==> config.mk <==
export PLATFORM = sky130hd
export DESIGN_NAME = cmul_conj_16_axis
export DESIGN_NICKNAME = d
export VERILOG_FILES = /design/src/rtl/cmul_conj_16_axis_pkg.sv /design/src/rtl/cmul_conj_16_axis_round_sat_16.sv /design/src/rtl/cmul_conj_16_axis.sv
export SDC_FILE = /design/constraint.sdc
export NUM_CORES = 2
export LEC_CHECK = 0
export BUFFER_PORTS_ARGS = -buffer_cell sky130_fd_sc_hd__buf_4
export CORE_AREA = 2 2 247 371
export CTS_BUF_LIST = sky130_fd_sc_hd__clkbuf_4 sky130_fd_sc_hd__clkbuf_8
export CTS_CLUSTER_SIZE = 40
export DETAILED_ROUTE_END_ITERATION = 10
export DIE_AREA = 0 0 249 373
export PLACE_DENSITY = 0.82
export SYNTH_ARGS = -nofsm -noshare
export SYNTH_HDL_FRONTEND = slang
export SYNTH_SLANG_ARGS = --single-unit
==> constraint.sdc <==
create_clock -name clk -period 17.5 [get_ports clk]
set_input_delay 1.75 -clock clk [delete_from_list [all_inputs] [get_ports clk]]
set_output_delay 1.75 -clock clk [all_outputs]
set_load 0.01 [all_outputs]
==> src/rtl/cmul_conj_16_axis_pkg.sv <==
// Shared definitions for the 16-bit complex multiply / round paths.
// Holds sample field widths, I/Q bit positions and the round-saturate
// function used by every rounding block in this family.
package cmul_conj_16_axis_pkg;

    localparam int unsigned SAMPLE_W = 16;
    localparam int unsigned PROD_W   = 32;
    localparam int unsigned SUM_W    = 33;

    localparam int unsigned I_MSB = 31;
    localparam int unsigned I_LSB = 16;
    localparam int unsigned Q_MSB = 15;
    localparam int unsigned Q_LSB = 0;

    typedef struct packed {
        logic [SAMPLE_W-1:0] val;
        logic                clip;
    } rs_t;

    // Round half toward +inf (add 2^(shift-1), arithmetic shift), then clamp
    // to the signed 16-bit range. One guard bit keeps the bias add exact.
    function automatic rs_t round_sat(input logic [SUM_W-1:0] x, input int unsigned shift);
        logic signed [SUM_W:0] ext;
        logic signed [SUM_W:0] bias;
        logic signed [SUM_W:0] r;
        rs_t                   res;
        ext  = {x[SUM_W-1], x};
        bias = {{SUM_W{1'b0}}, 1'b1} << (shift - 1);
        r    = (ext + bias) >>> shift;
        if (r > 34'sd32767) begin
            res.val  = 16'h7fff;
            res.clip = 1'b1;
        end else if (r < -34'sd32768) begin
            res.val  = 16'h8000;
            res.clip = 1'b1;
        end else begin
            res.val  = r[SAMPLE_W-1:0];
            res.clip = 1'b0;
        end
        return res;
    endfunction

endpackage

==> src/rtl/cmul_conj_16_axis_round_sat_16.sv <==
// round_sat_16: combinational 33-bit -> 16-bit round/saturate with clip flag.
// Ports:
//   x    in  33  full-precision signed sum
//   y    out 16  rounded, saturated result
//   clip out 1   result was saturated
import cmul_conj_16_axis_pkg::*;

module round_sat_16 #(
    parameter int unsigned SHIFT = 15
) (
    input  logic [SUM_W-1:0]    x,
    output logic [SAMPLE_W-1:0] y,
    output logic                clip
);

    rs_t r;

    always_comb begin
        r    = round_sat(x, SHIFT);
        y    = r.val;
        clip = r.clip;
    end

endmodule

==> src/rtl/cmul_conj_16_axis.sv <==
// cmul_conj_16_axis: AXI-stream complex mixer, o = a * conj(b) (CONJ=1) or
// o = a * b (CONJ=0), 16-bit I/Q in and out, 3-stage pipeline.
// Ports:
//   clk, reset_n                  clock, async active-low reset
//   a_tdata/a_tlast/a_tvalid/a_tready  sample a stream (I=[31:16], Q=[15:0])
//   b_tdata/b_tlast/b_tvalid/b_tready  sample b stream (b_tlast ignored)
//   o_tdata/o_tlast/o_tvalid/o_tready  result stream
//   o_clip                        I or Q of this beat saturated
import cmul_conj_16_axis_pkg::*;

module cmul_conj_16_axis #(
    parameter bit          CONJ  = 1'b1,
    parameter int unsigned SHIFT = 15
) (
    input  logic        clk,
    input  logic        reset_n,
    input  logic [31:0] a_tdata,
    input  logic        a_tlast,
    input  logic        a_tvalid,
    output logic        a_tready,
    input  logic [31:0] b_tdata,
    input  logic        b_tlast,
    input  logic        b_tvalid,
    output logic        b_tready,
    output logic [31:0] o_tdata,
    output logic        o_tlast,
    output logic        o_tvalid,
    input  logic        o_tready,
    output logic        o_clip
);

    logic                       en;
    logic                       take;
    logic                       v1, v2;
    logic                       l1, l2;
    logic signed [SAMPLE_W-1:0] a_i, a_q, b_i, b_q;
    logic signed [PROD_W-1:0]   p_ii, p_qq, p_qi, p_iq;
    logic [SUM_W-1:0]           s_i, s_q;
    logic [SAMPLE_W-1:0]        r_i, r_q;
    logic                       c_i, c_q;
    logic                       unused_b_tlast;

    assign unused_b_tlast = b_tlast;

    assign a_i = a_tdata[I_MSB:I_LSB];
    assign a_q = a_tdata[Q_MSB:Q_LSB];
    assign b_i = b_tdata[I_MSB:I_LSB];
    assign b_q = b_tdata[Q_MSB:Q_LSB];

    // Whole pipeline moves as one; bubbles are not collapsed.
    assign en       = o_tready | ~o_tvalid;
    assign a_tready = reset_n & en & b_tvalid;
    assign b_tready = reset_n & en & a_tvalid;
    assign take     = reset_n & en & a_tvalid & b_tvalid;

    always_ff @(posedge clk or negedge reset_n) begin
        if (!reset_n) begin
            v1       <= 1'b0;
            v2       <= 1'b0;
            o_tvalid <= 1'b0;
            o_tdata  <= '0;
            o_tlast  <= 1'b0;
            o_clip   <= 1'b0;
        end else if (en) begin
            v1       <= take;
            v2       <= v1;
            o_tvalid <= v2;
            o_tdata  <= {r_i, r_q};
            o_tlast  <= v2 & l2;
            o_clip   <= v2 & (c_i | c_q);
        end
    end

    always_ff @(posedge clk) begin
        if (en) begin
            p_ii <= a_i * b_i;
            p_qq <= a_q * b_q;
            p_qi <= a_q * b_i;
            p_iq <= a_i * b_q;
            l1   <= a_tlast;
            if (CONJ) begin
                s_i <= {p_ii[PROD_W-1], p_ii} + {p_qq[PROD_W-1], p_qq};
                s_q <= {p_qi[PROD_W-1], p_qi} - {p_iq[PROD_W-1], p_iq};
            end else begin
                s_i <= {p_ii[PROD_W-1], p_ii} - {p_qq[PROD_W-1], p_qq};
                s_q <= {p_qi[PROD_W-1], p_qi} + {p_iq[PROD_W-1], p_iq};
            end
            l2   <= l1;
        end
    end

    round_sat_16 #(.SHIFT(SHIFT)) u_rs_i (.x(s_i), .y(r_i), .clip(c_i));
    round_sat_16 #(.SHIFT(SHIFT)) u_rs_q (.x(s_q), .y(r_q), .clip(c_q));

endmodule

==> run summary <==
status - finished clean
startpoint types - input port
Seq cells post-synth - 205
setup TNS - 0 ps
clk_skew - 26.93 ps
post-synthesis cell type count - 73
Die Height - 373 um
largest net degree at the start of global routing - 92
detailed-route via count - 34710
Post-DP HPWL - 90.44 mm
antenna-violating nets left - 0
IO Pins - 108
Synthesized Nets - 6620
root buffer cell - clkbuf_8
Hold/Removal Path Class - flop to flop
cell area after synthesis - 48970 um2
fin crit share - 46.49%
Worst-Margin Slew - 1174 ps
GRT Residual Overflow - 0
H-tree Lvls - 2
DRC viols - 0
core area - 89690 um2
Seq/Total Area, Yosys - 12.19%
Setup crit end kind - flop
nets - 6562
postcts setup bufs - 0
total CTS buffers - 37
# resized after CTS - 0
Post-synth EDFFs - 168
Post-Route WL - 116.8 mm
Slew Viols, Final - 0
critical path class - input port to flop
yosys warns - 0
P&R area growth vs syn - 4.943%
Clock Path Buffers - 3
final worst path period need - 8135 ps
clock sink count - 205
layout cells sized above 1 - 3.998%
Setup Viol. Count Final - 0
placer's final routability congestion estimate - 0.9001
die area - 92880 um2
Skew-Pair Late Insertion Delay - 650 ps
initial core utilization - 54.60%
Die X - 249 um
Req. time, crit path - 17980 ps
Post-CTS Hold Fix Bufs - 0
first-pass GRT wire length - 194.6 mm
router iterations before antenna repair - 5
vias per inst - 5.557
worst endpoint data arrival time - 8610 ps
Reg clk slew, reported paths - 60 ps
Final Hold Fails - 0
average wire per standard cell - 18.70 um
max cap viols - 0
CP max FO - 28
num rows - 135
RSZ-0062 raised after global routing - no
I/O Buffers - 106
Initial DRC Count - 2060
vias in the first global route - 38810
ys flop type - edfxtp_1
CTS tree - done
Async SR Flop Fraction - 18.05%
antenna violations before repair - 8
syn avg cell area - 9.586 um2
Max Freq - 122.9 MHz
Post-Synthesis Cells - 5109
Rel. slew slack - 21.27%
gr usage total - 26.54%
-- worst max-delay path: stages --
cell and delay [ps]:
buf_4 220, clkinv_1 960, nor2_1 430, fa_1 490, fa_1 480, fa_1 540
fa_1 430, fa_1 490, inv_1 50, fa_1 480, inv_1 40, ha_1 410
and3_1 180, and3_1 260, o21ai_0 170, a31oi_1 450, o21a_1 310, mux2_2 360
o2111ai_1 90
-- layout by cell type (no fill, tap or decap), drive strengths merged, types with 8 or more instances in the layout --
cell        n
nand4      13
nor2      131
nand2     540
o21ai      82
xor2       59
nand2b     38
or2        10
a211oi     13
o21a       48
xnor2     133
edfxtp    168
nor3       29
a21oi     122
and2      510
a2111oi     9
o211ai     35
ha        392
buf       112
fa       1048
o31ai       8
clkinv      8
dfrtp      37
and3       24
o21bai     18
a31oi      11
a21o       61
or3         9
nor2b      13
clkbuf     50
inv      1210
nand3      42
-- worst paths after layout --
path,from,endpoint,slack (ps),depth (start not counted)
setup / recovery,b_tdata[15],p_qq[29]$_DFFE_PN_,9360,19
hold / removal,l1$_DFFE_PN_,l2$_DFFE_PN_,420,0
setup reg to reg,p_qi[5]$_DFFE_PN_,s_q[25]$_DFFE_PN_,13970,9
hold reg to reg,l1$_DFFE_PN_,l2$_DFFE_PN_,420,0
max in group asynchronous,reset_n,o_tdata[3]$_DFFE_PN0N_,16070,1
min in group asynchronous,reset_n,o_tdata[30]$_DFFE_PN0N_,1080,1
-- layout make-up --
cell class	count	area, um2
tap	1164	1456
clock buffer	50	638.1
clock inverter	16	257.7
inverter	1208	4542
sequential	205	5971
antenna	3	7.507
multi-input combinational	3487	37680
fill	7428	38300
timing repair buffer	112	840.8
-- sequential cells by signal, indices dropped and copies added (netlist names) --
| register | cells |
|---|---|
| s_q | 19 |
| p_ii | 32 |
| o_tlast | 1 |
| p_qi | 32 |
| p_qq | 32 |
| o_tdata | 32 |
| s_i | 19 |
| v1 | 1 |
| p_iq | 32 |
| v2 | 1 |
| l2 | 1 |
| o_clip | 1 |
| o_tvalid | 1 |
| l1 | 1 |
-- synth_stat cells, types with 61 or more instances --
cell,count,share of area (%)
a21oi_1,120,1.2
ha_1,392,10
xnor2_1,133,2.4
nand2_1,540,4.1
a21o_1,61,0.94
inv_1,1207,9.3
fa_1,1048,43
o21ai_0,81,0.83
nor2_1,131,1.0
clkbuf_1,202,1.5
edfxtp_1,168,10
and2_1,510,6.5
-- routing by layer --
layer / share of wire [%] / wire length (um) / up-vias / track usage (%)
met4: 9.8 / 11410 / 10 / 21.61
met3: 6.5 / 7548 / 377 / 3.662
li1: - / - / 15290 / -
met5: 0.054 / 63 / - / 0
met1: 34 / 40030 / 17790 / 29.43
met2: 49 / 57740 / 1244 / 45.56
-- cell families (layout without fill, tap and decap cells) --
group / Yosys count / after routing / share of synthesized area [%]
flops: 205 / 205 / 12.19
fa+ha+maj: 1441 / 1441 / 52.87
buf+inv: 1417 / 1386 / 10.87
simple gates: 1383 / 1383 / 14.12
xor+xnor: 192 / 192 / 3.434
mux: 6 / 6 / 0.1252
other cells: 0 / 3 / 0
compound gates: 465 / 465 / 6.387
-- through the flow --
stage,util (%),setup slack (ps),hold WS [ps],instance area (um2),cells
3_5_place_dp,56.29,8796,411.9,50490,6176
5_1_grt,57.30,9041,426.3,51400,6245
3_3_place_gp,56.29,8961,403.1,50490,6176
6_report,57.30,9365,423.0,51400,6245
2_1_floorplan,-,9945,400.3,48970,5109
4_1_cts,57.29,9463,425.6,51390,6242
Power is left out: the tool's default activity adds up to more than one toggle a clock period on the data nets, which glitch-free logic cannot reach.
